File: src/rtl/sif_xa_target.sv
// SIF XA responder: queues XA writes in a FIFO, streams them on WA.
// Optional odd-parity check on XA writes: define SIF_XA_PARITY_EN.
//
// Ports:
//   clk, rst                 clock, async active-high reset
//   xa_wr_s, xa_rd_s         XA write / read strobes
//   xa_data_wr               XA write data
//   xa_ready                 FIFO not full
//   xa_data_rd, xa_rd_vld    XA read response (one-cycle pulse)
//   err_illegal              pulse: both strobes high
//   wa_valid, wa_data        WA output beat
//   wa_ready                 WA sink ready
//   xa_par, err_parity       parity in / error pulse (SIF_XA_PARITY_EN)
module sif_xa_target #(
  parameter int unsigned DATA_W = 16,
  parameter int unsigned DEPTH = 4,
  parameter logic [DATA_W-1:0] RD_RST_VAL = '0
) (
  input  logic              clk,
  input  logic              rst,
  input  logic              xa_wr_s,
  input  logic              xa_rd_s,
  input  logic [DATA_W-1:0] xa_data_wr,
  output logic              xa_ready,
  output logic [DATA_W-1:0] xa_data_rd,
  output logic              xa_rd_vld,
  output logic              err_illegal,
  output logic              wa_valid,
  output logic [DATA_W-1:0] wa_data,
  input  logic              wa_ready
`ifdef SIF_XA_PARITY_EN
  ,
  input  logic              xa_par,
  output logic              err_parity
`endif
);

  localparam int unsigned PTR_W = $clog2(DEPTH);
  localparam int unsigned CNT_W = PTR_W + 1;

  typedef enum logic {
    WA_IDLE,
    WA_BUSY
  } wa_state_e;

  wa_state_e wa_state_q, wa_state_d;

  logic [DATA_W-1:0] mem_q [DEPTH];
  logic [PTR_W-1:0]  wr_ptr_q, wr_ptr_d;
  logic [PTR_W-1:0]  rd_ptr_q, rd_ptr_d;
  logic [CNT_W-1:0]  count_q, count_d;
  logic [DATA_W-1:0] shadow_q, shadow_d;
  logic [DATA_W-1:0] wa_data_q, wa_data_d;
  logic [DATA_W-1:0] rd_data_q, rd_data_d;
  logic              rd_vld_q, rd_vld_d;
  logic              illegal_q, illegal_d;

  logic is_wr;
  logic is_rd;
  logic par_ok;
  logic push;
  logic pop;
  logic fifo_empty;

  assign is_wr = xa_wr_s & ~xa_rd_s;
  assign is_rd = xa_rd_s & ~xa_wr_s;

`ifdef SIF_XA_PARITY_EN
  logic par_err_q, par_err_d;

  // Odd parity: data bits plus xa_par must hold an odd number of ones.
  assign par_ok = ^{xa_data_wr, xa_par};
  assign par_err_d = is_wr & ~par_ok;
  assign err_parity = par_err_q;

  always_ff @(posedge clk or posedge rst) begin
    if (rst) begin
      par_err_q <= 1'b0;
    end else begin
      par_err_q <= par_err_d;
    end
  end
`else
  assign par_ok = 1'b1;
`endif

  // Full blocks pushes even when a pop happens in the same cycle.
  assign xa_ready   = (count_q != CNT_W'(DEPTH));
  assign fifo_empty = (count_q == '0);
  assign push       = is_wr & xa_ready & par_ok;

  always_comb begin
    wa_state_d = wa_state_q;
    pop        = 1'b0;
    unique case (wa_state_q)
      WA_IDLE: begin
        if (!fifo_empty) begin
          pop        = 1'b1;
          wa_state_d = WA_BUSY;
        end
      end
      WA_BUSY: begin
        if (wa_ready) begin
          if (!fifo_empty) begin
            pop = 1'b1;
          end else begin
            wa_state_d = WA_IDLE;
          end
        end
      end
      default: wa_state_d = WA_IDLE;
    endcase
  end

  always_comb begin
    wr_ptr_d  = push ? wr_ptr_q + 1'b1 : wr_ptr_q;
    rd_ptr_d  = pop ? rd_ptr_q + 1'b1 : rd_ptr_q;
    count_d   = count_q;
    if (push && !pop) count_d = count_q + 1'b1;
    if (pop && !push) count_d = count_q - 1'b1;
    shadow_d  = push ? xa_data_wr : shadow_q;
    wa_data_d = pop ? mem_q[rd_ptr_q] : wa_data_q;
    rd_vld_d  = is_rd;
    rd_data_d = is_rd ? shadow_q : rd_data_q;
    illegal_d = xa_wr_s & xa_rd_s;
  end

  always_ff @(posedge clk) begin
    if (push) mem_q[wr_ptr_q] <= xa_data_wr;
  end

  always_ff @(posedge clk or posedge rst) begin
    if (rst) begin
      wa_state_q <= WA_IDLE;
      wr_ptr_q   <= '0;
      rd_ptr_q   <= '0;
      count_q    <= '0;
      shadow_q   <= RD_RST_VAL;
      wa_data_q  <= '0;
      rd_data_q  <= '0;
      rd_vld_q   <= 1'b0;
      illegal_q  <= 1'b0;
    end else begin
      wa_state_q <= wa_state_d;
      wr_ptr_q   <= wr_ptr_d;
      rd_ptr_q   <= rd_ptr_d;
      count_q    <= count_d;
      shadow_q   <= shadow_d;
      wa_data_q  <= wa_data_d;
      rd_data_q  <= rd_data_d;
      rd_vld_q   <= rd_vld_d;
      illegal_q  <= illegal_d;
    end
  end

  assign wa_valid    = (wa_state_q == WA_BUSY);
  assign wa_data     = wa_data_q;
  assign xa_data_rd  = rd_data_q;
  assign xa_rd_vld   = rd_vld_q;
  assign err_illegal = illegal_q;

endmodule

File: config.mk
export PLATFORM = sky130hd
export DESIGN_NAME = sif_xa_target
export DESIGN_NICKNAME = d
export VERILOG_FILES = /design/src/rtl/sif_xa_target.sv
export SDC_FILE = /design/constraint.sdc
export NUM_CORES = 1
export LEC_CHECK = 0
export ABC_AREA = 1
export BUFFER_PORTS_ARGS = -buffer_cell sky130_fd_sc_hd__buf_2
export CAP_MARGIN = 15
export CORE_UTILIZATION = 25
export DETAILED_ROUTE_END_ITERATION = 16
export HOLD_SLACK_MARGIN = 0.1
export PLACE_DENSITY = 0.48
export SYNTH_ARGS = -nofsm -noshare
export SYNTH_HDL_FRONTEND = slang
export SYNTH_SLANG_ARGS = --single-unit
export TNS_END_PERCENT = 20
File: constraint.sdc
create_clock -name clk -period 5.55 [get_ports clk]
set_input_delay 1.11 -clock clk [delete_from_list [all_inputs] [get_ports clk]]
set_output_delay 1.11 -clock clk [all_outputs]
set_load 0.03 [all_outputs]
After elaboration in Yosys (flattened, before gate mapping)
Memories as Yosys holds them, arrays and structs flattened. A register that Yosys moved wholly into a read port is not among the register bits.
Cells that the tools add are included.
Widths: inputs -> output; s select.
{"block": "totals", "register_bits": 42, "mem_bits_rw": 64, "input_bits": 21, "out_inout_bits": 36, "word_cells": 36, "mem_count": 1}
{"name": "mem_q", "depth": 4, "width": 16, "read_ports": 1, "rd_ports_with_merged_regs": 1, "write_ports": 1, "line_no": "48", "source": "logic [DATA_W-1:0] mem_q [DEPTH];"}
{"block": "op_classes", "n_addsub": 4, "eq_ne": 1, "mux": 9, "n_bitwise": 7, "n_reduce_logical": 6}
{"op": "$mux 3", "count": 2}
{"op": "$mux 1", "count": 5}
{"op": "$add 2x1->2 const B", "count": 2}
{"op": "$and 1x1->1", "count": 4}
{"op": "$pmux 1 s2", "count": 2}
{"op": "$add 3x1->3 const B", "count": 1}
{"op": "$logic_not 3->1", "count": 1}
{"op": "$ne 3x3->1 const B", "count": 1}
{"op": "$not 1->1", "count": 3}
{"op": "$sub 3x1->3 const B", "count": 1}
{"op": "$logic_and 1x1->1", "count": 2}
{"op": "$logic_not 1->1", "count": 2}
{"op": "$reduce_bool 2->1", "count": 1}

Depth between registers and ports, before layout
{"block": "logic_depth", "word_depth": 8, "mapped_depth": 12}

Worst setup path before layout
No wires, ideal clock.
{"block": "synth_path", "kind": "input to register", "startpoint": "in xa_wr_s", "endpoint": "mem mem_q[0][0] (enable)", "arrival_ps": 2280, "slack_ps": 2881, "path_stages": 5, "path_buffers": 1, "path_cell_list": "inv_2 > nor2_4 > nand2_2 > buf_2 > nor2_1"}
{"block": "synth_between", "elab_chain_len": 4}
{"item": "start: declaration", "line_no": "21", "source": "input logic xa_wr_s,"}
{"item": "$and 1x1->1", "line_no": "65", "source": "assign is_wr = xa_wr_s & ~xa_rd_s;"}
{"item": "$and 1x1->1", "line_no": "90", "source": "assign push = is_wr & xa_ready & par_ok;"}
{"item": "$mux 1", "line_no": "129", "source": "if (push) mem_q[wr_ptr_q] <= xa_data_wr;"}
{"item": "$mux 1 (implied by the code)", "line_no": "129"}
{"item": "end: declaration", "line_no": "48"}
Every way passes these cells.

Final worst setup path
{"block": "layout_path", "startpoint": "in xa_rd_s", "endpoint": "mem mem_q[3][14] (enable)"}
{"block": "layout_between", "elab_chain_len": 5}
{"item": "start: declaration", "line_no": "22", "source": "input logic xa_rd_s,"}
{"item": "$not 1->1", "line_no": "65"}
{"item": "$and 1x1->1", "line_no": "65"}
{"item": "$and 1x1->1", "line_no": "90"}
{"item": "$mux 1", "line_no": "129"}
{"item": "$mux 1 (implied by the code)", "line_no": "129"}
Every way passes these cells.

==> out/results.tsv <==
stage	metric	value	unit
setup_path	CP Data Required Time	5.65	ns
finish	most frequent cells in the layout	220 x nand2_1, 75 x inv_1, 64 x edfxtp_1	
setup_path	FF-to-FF End	count_q[2]	
clock_tree	Num CTS Buffers	17	
setup_path	WP data arrival	2.94	ns
outcome	status	finished clean	
setup_path	worst-path fanout max	23	
global_routing	largest net degree at the start of global routing	59	
global_routing	antenna violations before repair	0	
power_and_ir_drop	Pwr per Cell Area	556	nW/um^2
setup_path	Reg2Reg Depth	9	
die	FP Rows	51	
placed_design	worst slack at placement	2.13	ns
setup_path	CP Buf/Inv Count	2	
global_routing	gr usage total	12.2	%
clock_tree	CTS sink cnt	122	
setup_path	CP cell instances	buf_2 > nor2_4 > nand2_2 > nor2_1 > buf_4	
power_and_ir_drop	Sw Ratio	36.2	%
global_routing	first-pass GRT wire length	18500	um
min_path	HP Class	register to register	
timing	Tightest Pin Transition	0.768	ns
timing	FMAX	0.352	GHz
power_and_ir_drop	worst IR drop on VDD	0.201	mV
setup_path	CP endpoint kind	register	
routing	TritonRoute pass-1 iters	4	
setup_path	Worst R2R Start	count_q[0]	
die	Die Y	145	um
placed_design	IO Port Bufs	56	
clock_tree	Root Driver	clkbuf_16	
die	IO Count	57	
routing	met3 WL	482	um
timing	Rel. slew slack	48.8	%
setup_path	reg2reg setup slack	3.28	ns
timing	Setup violations, final	0	
logic_synthesis	#FFs+latches synth	122	
finish	final core occ	31.8	%
setup_path	crit-path leading delay family	simple AND/OR/NAND/NOR gates	
power_and_ir_drop	Int Power	2.23	mW
die	Die ar.	20900	um^2
global_routing	number of global-route vias before repair	3378	
finish	most common cell after layout, fill and taps aside	nand2_1	
timing	clk_skew	0.0285	ns
finish	fillers	2039	
job	MaxCap Viol Count	0	
logic_synthesis	cell area after synthesis	5090	um^2
routing	Iter 0 DRT Violations	174	
global_routing	overflow left after global routing	0	
routing	wire per inst	13.3	um
placed_design	gp weighted congestion	0.721	
finish	Area Overhead vs Synth	23.2	%
routing	top routing layer in use	met4	
clock_tree	CTS max path bufs	2	
timing	setup ws final	2.71	ns
placed_design	post-DP HPWL	7680	um
clock_tree	Post-CTS Setup Inserts	0	
finish	Final #Nets	608	
power_and_ir_drop	Sequential Power Share	37.3	%
timing	TNS Setup	0	ns
timing	period utilization	51.2	%
logic_synthesis	Mapped Avg Cell Area	9.83	um^2
finish	share of cells above drive strength 1	18.5	%
setup_path	crit path kind	input pin to register	
die	Initial Utilization	25.8	%
routing	WL met1	5860	um
clock_tree	htree depth	4	
setup_path	slowest stage cell, crit path	nor2_1	
routing	met2 routed WL	5010	um
timing	max-slew violation count	0	
min_path	Min-Delay Endpoint	wa_data[0]	
logic_synthesis	post-synthesis cell count	518	
power_and_ir_drop	Combinational Power Share	29.5	%
die	Die W	145	um
clock_tree	CTS clk-pin slew, worst paths	0.05	ns
finish	Antenna Cells	0	
min_path	Hold Crit Start	wa_data[0]	
timing	Final Hold Viols	0	
logic_synthesis	sequential-to-total area share from yosys stat	66.2	%
routing	Via-to-Cell Ratio	3.95	
power_and_ir_drop	switching pwr	1.26	mW
routing	Residual DRC	0	
die	core area	19700	um^2
clock_tree	worst-skew pair later-pin latency	0.43	ns
timing	fin crit period	2.84	ns
min_path	Hold Path Stages	2	
power_and_ir_drop	LEAKAGE	3.11	nW
routing	Final ANT Viol Nets	0	
clock_tree	CTS tree	done	
setup_path	Crit path largest cell delay	0.68	ns
routing	final WL	11400	um
setup_path	startpoint type of the worst setup path	input pin	
routing	Via Count	3396	
logic_synthesis	Syn Nets	545	
timing	final hold slack	0.469	ns
logic_synthesis	synth warn	0	
logic_synthesis	synth unique cells	21	
timing	unrepaired setup endpoints after global routing	no	
clock_tree	cts hold-fix bufs	0	
power_and_ir_drop	power share of the clock group	33.2	%
clock_tree	post-CTS sizing	0	
[sequential cells by signal (all words and copies together), names as in the netlist]
| name | count |
|---|---|
| xa_data_rd | 16 |
| xa_rd_vld | 1 |
| err_illegal | 1 |
| count_q | 3 |
| shadow_q | 16 |
| wr_ptr_q | 2 |
| wa_data | 16 |
| wa_valid | 1 |
| rd_ptr_q | 2 |
| mem_q | 64 |
[cell families after synthesis]
group / after synthesis / share of synthesized area (%)
compound gates: 3 / 0.369
simple gates: 281 / 22.9
fa+ha+maj: 6 / 1.62
buf+inv: 102 / 8.18
flops: 122 / 66.2
xor+xnor: 4 / 0.688
[stage by stage]
step	cell area (um^2)	power (mW)	cells
after floorplan	5090	2.07	518
after global placement	5630	2.33	825
after detailed placement	5640	2.36	826
after CTS	6270	3.53	858
after global routing	6270	3.72	859
final	6270	3.49	859
[power by group through the flow]
| stage | combinational, mW | sequential, mW | clock (mW) |
|---|---|---|---|
| floorplan | 0.594 | 1.47 | 0 |
| global placement | 1.02 | 1.31 | 0 |
| detailed placement | 1.04 | 1.32 | 0 |
| CTS | 1.05 | 1.31 | 1.18 |
| global route | 1.17 | 1.33 | 1.22 |
| finish | 1.03 | 1.30 | 1.16 |
[cell usage after synthesis (all sizes together)]
cell | count | area [um^2]
edfxtp | 64 | 1920
inv | 84 | 315
o21ai | 3 | 18.8
nand2 | 222 | 838
fa | 1 | 20.0
nand3 | 52 | 278
xnor2 | 1 | 8.76
xor2 | 3 | 26.3
dfrtp | 58 | 1450
ha | 5 | 62.6
nor2 | 7 | 50.1
buf | 18 | 101
[worst register-to-register path, stage by stage, from the launching register on]
cell and delay [ns]:
dfrtp_1 0.40, inv_2 0.12, nand3_4 0.20, nand2_2 0.40, ha_1 0.26, inv_1 0.07
fa_1 0.39, nand2_1 0.09, nand3_1 0.08, xor2_1 0.15
[area by class of cell]
cell class	instances	area (um^2)	share of cell area [%]
Clock inverter	15	201	3.21
Clock buffer	17	425	6.78
Sequential cell	122	3370	53.8
Inverter	84	315	5.02
Multi-Input combinational cell	294	1300	20.8
Tap cell	265	332	5.28
Timing Repair Buffer	62	325	5.18
[worst max path at each step]
stage	from	end	depth (start not counted)
after detailed placement	xa_rd_s	mem_q[2][1]	4
after floorplan	xa_wr_s	mem_q[0][0]	5
after CTS	xa_rd_s	mem_q[2][1]	4
after global routing	xa_rd_s	mem_q[3][14]	5
after global placement	xa_rd_s	mem_q[3][6]	4
final	xa_rd_s	mem_q[3][14]	5
[routing by layer]
metal / track usage (%) / up-vias
met5: 0 / -
met4: 4.49 / 0
met3: 3.52 / 4
met2: 17.9 / 66
met1: 16.8 / 1599
li1: - / 1727
No activity file was read; power rests on OpenSTA's default activity.
